### config.mk
export PLATFORM = sky130hd
export DESIGN_NAME = alu_reservation_station
export DESIGN_NICKNAME = d
export VERILOG_FILES = /design/src/rtl/alu_reservation_station.sv
export SDC_FILE = /design/constraint.sdc
export NUM_CORES = 2
export LEC_CHECK = 0
export CORE_MARGIN = 4
export CORE_UTILIZATION = 55
export CTS_BUF_LIST = sky130_fd_sc_hd__clkbuf_4 sky130_fd_sc_hd__clkbuf_8
export CTS_CLUSTER_SIZE = 20
export DETAILED_ROUTE_END_ITERATION = 6
export DONT_BUFFER_PORTS = 1
export GPL_TIMING_DRIVEN = 0
export PLACE_DENSITY = 0.7
export SLEW_MARGIN = 10
export SYNTH_ARGS = -nofsm -noshare
export SYNTH_HDL_FRONTEND = slang
export SYNTH_SLANG_ARGS = --single-unit
export TNS_END_PERCENT = 30
### constraint.sdc
create_clock -name clk -period 50.9 [get_ports clk]
set_clock_uncertainty 0.05 [all_clocks]
set_input_delay 15.27 -clock clk [delete_from_list [all_inputs] [get_ports clk]]
set_output_delay 15.27 -clock clk [all_outputs]
set_load 0.03 [all_outputs]
### src/rtl/alu_reservation_station.sv
// Integer ALU issue queue: holds dispatched micro-ops, captures CDB broadcasts and presents
// the oldest entry with both operands resolved to the combinational ALU stage.
package alu_rs_pkg;
    typedef enum logic [3:0] {
        alu_add, alu_sub, alu_sll, alu_slt, alu_sltu,
        alu_xor, alu_srl, alu_sra, alu_or, alu_and
    } alu_ops;
endpackage

module alu_reservation_station
    import alu_rs_pkg::*;
#(
    parameter int unsigned DEPTH = 8,
    parameter int unsigned TAG_W = 6,
    parameter int unsigned ROB_W = 5
) (
    input  logic             clk,
    input  logic             rst,
    input  logic             flush,
    input  logic             disp_valid,
    output logic             disp_ready,
    input  alu_ops           disp_alu_op,
    input  logic             disp_bypass,
    input  logic [ROB_W-1:0] disp_rob_idx,
    input  logic [TAG_W-1:0] disp_pd,
    input  logic             disp_s1_rdy,
    input  logic [TAG_W-1:0] disp_s1_tag,
    input  logic [31:0]      disp_s1_val,
    input  logic             disp_s2_rdy,
    input  logic [TAG_W-1:0] disp_s2_tag,
    input  logic [31:0]      disp_s2_val,
    input  logic             cdb_valid,
    input  logic [TAG_W-1:0] cdb_tag,
    input  logic [31:0]      cdb_data,
    output logic             iss_valid,
    input  logic             iss_ready,
    output alu_ops           iss_alu_op,
    output logic             iss_bypass,
    output logic [31:0]      iss_in_a,
    output logic [31:0]      iss_in_b,
    output logic [ROB_W-1:0] iss_rob_idx,
    output logic [TAG_W-1:0] iss_pd
);
    localparam int unsigned IDX_W = $clog2(DEPTH);

    logic [DEPTH-1:0] valid_q;
    alu_ops           op_q     [DEPTH];
    logic [DEPTH-1:0] bypass_q;
    logic [ROB_W-1:0] rob_q    [DEPTH];
    logic [TAG_W-1:0] pd_q     [DEPTH];
    logic [DEPTH-1:0] s1_rdy_q;
    logic [DEPTH-1:0] s2_rdy_q;
    logic [TAG_W-1:0] s1_tag_q [DEPTH];
    logic [TAG_W-1:0] s2_tag_q [DEPTH];
    logic [31:0]      s1_val_q [DEPTH];
    logic [31:0]      s2_val_q [DEPTH];
    // older_q[i][j] set means entry i was dispatched before entry j
    logic [DEPTH-1:0] older_q  [DEPTH];

    logic [DEPTH-1:0] ready;
    logic [DEPTH-1:0] blocked;
    logic [IDX_W-1:0] sel_idx;
    logic [IDX_W-1:0] free_idx;
    logic             disp_fire;
    logic             iss_fire;
    logic             s1_hit;
    logic             s2_hit;

    always_comb begin
        ready    = valid_q & s1_rdy_q & s2_rdy_q;
        blocked  = '0;
        sel_idx  = '0;
        free_idx = '0;
        for (int unsigned j = 0; j < DEPTH; j++) begin
            for (int unsigned i = 0; i < DEPTH; i++) begin
                if (ready[i] && older_q[i][j]) begin
                    blocked[j] = 1'b1;
                end
            end
        end
        // Exactly one ready entry has no older ready entry: the age order is total.
        for (int unsigned j = 0; j < DEPTH; j++) begin
            if (ready[j] && !blocked[j]) begin
                sel_idx = IDX_W'(j);
            end
        end
        for (int i = DEPTH - 1; i >= 0; i--) begin
            if (!valid_q[i]) begin
                free_idx = IDX_W'(i);
            end
        end
    end

    assign disp_ready  = ~&valid_q;
    assign disp_fire   = disp_valid && disp_ready && !flush;
    assign iss_valid   = |ready && !flush;
    assign iss_fire    = iss_valid && iss_ready;
    assign s1_hit      = cdb_valid && !disp_s1_rdy && (disp_s1_tag == cdb_tag);
    assign s2_hit      = cdb_valid && !disp_s2_rdy && (disp_s2_tag == cdb_tag);

    assign iss_alu_op  = op_q[sel_idx];
    assign iss_bypass  = bypass_q[sel_idx];
    assign iss_in_a    = s1_val_q[sel_idx];
    assign iss_in_b    = s2_val_q[sel_idx];
    assign iss_rob_idx = rob_q[sel_idx];
    assign iss_pd      = pd_q[sel_idx];

    always_ff @(posedge clk or posedge rst) begin
        if (rst) begin
            valid_q  <= '0;
            bypass_q <= '0;
            s1_rdy_q <= '0;
            s2_rdy_q <= '0;
            for (int unsigned i = 0; i < DEPTH; i++) begin
                op_q[i]     <= alu_add;
                rob_q[i]    <= '0;
                pd_q[i]     <= '0;
                s1_tag_q[i] <= '0;
                s2_tag_q[i] <= '0;
                s1_val_q[i] <= '0;
                s2_val_q[i] <= '0;
                older_q[i]  <= '0;
            end
        end else if (flush) begin
            valid_q <= '0;
        end else begin
            for (int unsigned i = 0; i < DEPTH; i++) begin
                if (valid_q[i] && cdb_valid) begin
                    if (!s1_rdy_q[i] && s1_tag_q[i] == cdb_tag) begin
                        s1_rdy_q[i] <= 1'b1;
                        s1_val_q[i] <= cdb_data;
                    end
                    if (!s2_rdy_q[i] && s2_tag_q[i] == cdb_tag) begin
                        s2_rdy_q[i] <= 1'b1;
                        s2_val_q[i] <= cdb_data;
                    end
                end
            end
            if (iss_fire) begin
                valid_q[sel_idx] <= 1'b0;
            end
            if (disp_fire) begin
                valid_q[free_idx]  <= 1'b1;
                op_q[free_idx]     <= disp_alu_op;
                bypass_q[free_idx] <= disp_bypass;
                rob_q[free_idx]    <= disp_rob_idx;
                pd_q[free_idx]     <= disp_pd;
                s1_rdy_q[free_idx] <= disp_s1_rdy || s1_hit;
                s2_rdy_q[free_idx] <= disp_s2_rdy || s2_hit;
                s1_tag_q[free_idx] <= disp_s1_tag;
                s2_tag_q[free_idx] <= disp_s2_tag;
                s1_val_q[free_idx] <= s1_hit ? cdb_data : disp_s1_val;
                s2_val_q[free_idx] <= s2_hit ? cdb_data : disp_s2_val;
                // New entry is younger than every live entry, older than none.
                older_q[free_idx]  <= '0;
                for (int unsigned i = 0; i < DEPTH; i++) begin
                    if (IDX_W'(i) != free_idx) begin
                        older_q[i][free_idx] <= valid_q[i];
                    end
                end
            end
        end
    end

    disp_when_full_a : assert property (@(posedge clk) disable iff (rst)
        disp_fire |-> disp_ready);
    iss_payload_known_a : assert property (@(posedge clk) disable iff (rst)
        iss_valid |-> !$isunknown({iss_alu_op, iss_bypass, iss_in_a, iss_in_b,
                                   iss_rob_idx, iss_pd}));

endmodule

==> key figures <==
Yosys
  • Yosys warns: 0
  • Number of flops mapped to enable cells by yosys: 0
  • Leading area contributor after synthesis: dfrtp_1
  • Netlist cell types: 57
  • Mapped Nets: 4,493
  • Top-area cell type share of the netlist area: about half
  • Count leader, synth: dfrtp_1
  • Top FF cell, synth: dfrtp_1
  • Number of synthesized register bits: about 820
  • Synth top area cells: dfrtp_1 49%, nand2_1 6.8%, o22a_1 5.6%, nor2_1 4.3%, a21oi_1 3.7%
  • Syn Area/Cell: 9.50 um^2
  • Post-Syn Instances: 4,355
  • Ys async rst share: 100%
  • Mapped Area: a little over 0.04 mm^2
  • Post-synth top cells: 816 x dfrtp_1, 746 x nand2_1, 470 x nor2_1, 318 x clkbuf_1, 302 x a21oi_1
  • Seq/Total Area, Yosys: between 40% and 50%

Worst setup path
  • Critical Path AT: 16,350 ps
  • WP buf/inv: 1
  • CP Depth: 2
  • Reg2Reg Setup Slack: 46,000 ps
  • Crit-path slowest cell: a21oi_1
  • Top delay family on crit path: compound AO/OA/AOI/OAI gates
  • CP required: 35,580 ps
  • Largest incremental delay on the critical path: between 800 and 900 ps
  • Critical path capture point type: primary output
  • Reg2reg end: older_q[43]
  • Reg-to-reg startpoint: valid_q[0]
  • Worst Setup Start Kind: primary input
  • Cell Chain, Critical Path: clkbuf_1 > a21oi_1
  • R2R cell count: 9
  • Critical setup path kind: in2out
  • CP Max Fanout: 6

Die
  • Site Rows: 100
  • Top-level port count: 220
  • Die width: 282 um
  • Die area: 0.0797 mm^2
  • Starting Density: around 56%
  • Core Region: roughly 0.075 mm^2
  • Height of the die: about 280 um

Power
  • Seq pwr share: about 45%
  • NetSw: about 540 uW
  • Max VDD drop: 21.3 uV
  • Comb power frac: 18.3%
  • PwrDens: between 30 and 40 mW/mm^2
  • Clk pwr share: 37.0%
  • Net Sw Frac: a little under a third
  • Internal Pwr Total: 1190 uW
  • Leak: between 0.02 and 0.025 uW

Global routing
  • Largest net degree at the start of global routing: roughly 120
  • Initial antenna violation count: 10
  • Global router's overall resource usage: 41.5%
  • Vias in the first global route: roughly 37,000
  • First-pass GRT wire length: around 240,000 um
  • Global route overflow: 0

STA
  • Worst-margin pin slew: 1490 ps
  • Final setup fails: 0
  • Final setup TNS: 0 ps
  • Relative slew slack: 0.119%
  • Tmin final: 31,670 ps
  • Crit share post-route: 62.2%
  • Fmax: 31.6 MHz
  • RSZ-0062 raised after global routing: false
  • Final hold violations: 0
  • Slew Viols, Final: 0

Cells and area
  • Share of layout cells above drive strength 1: 9.03%
  • Post-route insts no fill: 5,588
  • Layout area overhead: 10.7%
  • Final Util: roughly three fifths
  • Nets: about 4,600
  • Layout fillers: 6,472

Clocking
  • Clock root buffer master: clkbuf_8
  • Longest Clk Path Bufs: 3
  • Clk_lat worst skew: between 800 and 900 ps
  • CTS tree: done
  • Clock Pin Slew Worst Setup and Hold Paths: about 60 ps
  • Num Clock Sinks: 816
  • Num CTS Buffers: 144
  • Post-CTS resize count: 0
  • Postcts setup bufs: 0
  • CTS hold repair buffers: 0
  • H-tree levels: 4

Hold path
  • Hold Path Origin: pd_q[31]
  • WHS Path Cells: 2
  • Endpoint, Worst Hold: pd_q[31]
  • Tightest Hold Check Type: reg2reg

Drt
  • Routed len/inst: just over 30 um
  • DRT antenna net count: 0
  • Drt via density: 6.96
  • DRC: 120
  • TritonRoute pass-1 iters: 7
  • Drt total wl: between 150,000 and 200,000 um
  • DRT iter0 DRCs: around 6,700
  • DR vias: 38,896

Run
  • Max-cap violation count: 2

Place
  • Placed cells: 5,332
  • Hpwl dp: between 100,000 and 150,000 um
  • # port buffers: 0
  • RePlAce Congestion: about 1.0

Run status
  • Status: complete, but fails checks
  • Violated checks: DRC, capacitance limit
cells by family after synthesis:
logic type	synth area share (%)
compound gates	23.0
xor+xnor	2.29
buf+inv	5.74
flops	49.3
mux	5.66
simple gates	14.0
per-stage QoR:
| step | setup WS (ps) | area [um^2] | power (uW) | hold slack [ps] |
|---|---|---|---|---|
| after floorplan | 12660 | 41400 | 1000 | 388 |
| after global placement | 2910 | 42600 | 1080 | 406 |
| after detailed placement | 19260 | 42800 | 1090 | 412 |
| after CTS | 19270 | 45800 | 1720 | 425 |
| after global routing | 19210 | 45800 | 1780 | 440 |
| final | 19230 | 45800 | 1730 | 423 |
layout by cell type (no fill, tap or decap), types with 96 or more instances in the layout:
| cell type | instances |
|---|---|
| a21oi_1 | 301 |
| a221oi_1 | 127 |
| a222oi_1 | 96 |
| a22oi_1 | 118 |
| a32oi_1 | 160 |
| clkbuf_1 | 318 |
| clkbuf_8 | 171 |
| dfrtp_1 | 816 |
| inv_1 | 109 |
| mux2i_1 | 144 |
| nand2_1 | 746 |
| nor2_1 | 470 |
| o22a_1 | 264 |
state kept, by name, summed over array words and instances, names as in the netlist, named ones only:
name	cells
bypass_q	8
older_q	49
op_q	32
pd_q	48
rob_q	40
s1_rdy_q	8
s1_tag_q	48
s1_val_q	256
s2_rdy_q	8
s2_tag_q	48
s2_val_q	256
valid_q	8
how the worst max path moves through the flow:
stage                      from                         end  slack [ps]
after floorplan             rst  asynchronous set/reset pin       12660
after global routing      flush                   iss_valid       19210
final                     flush                   iss_valid       19230
after global placement      rst               s1_val_q[153]        2910
after detailed placement  flush                   iss_valid       19260
after CTS                 flush                   iss_valid       19270
routing by layer:
metal	up-vias	routed length [um]	GRT usage, %
li1	16052	-	-
met1	19176	63800	55.4
met2	3078	69600	58.0
met3	582	25200	17.0
met4	8	10200	21.8
met5	-	53	0
cell type report:
type,instances,area [um^2],share of cell area [%]
sequential,816,20400,44.6
multi-input combinational,2973,18600,40.6
clock buffer,221,2730,5.96
buffer,456,1960,4.29
tap,969,1210,2.65
inverter,110,420,0.918
clock inverter,25,230,0.503
timing repair buffer,8,208,0.453
antenna,10,25.0,0.0546
power by group through the flow:
| stage | logic, uW | clock network (uW) | registers [uW] |
|---|---|---|---|
| 2_1_floorplan | 232 | 0 | 770 |
| 3_3_place_gp | 300 | 0 | 780 |
| 3_5_place_dp | 307 | 0 | 780 |
| 4_1_cts | 308 | 638 | 769 |
| 5_1_grt | 336 | 668 | 779 |
| 6_report | 315 | 638 | 772 |
Note: power is estimated with default switching activity, not from simulation.
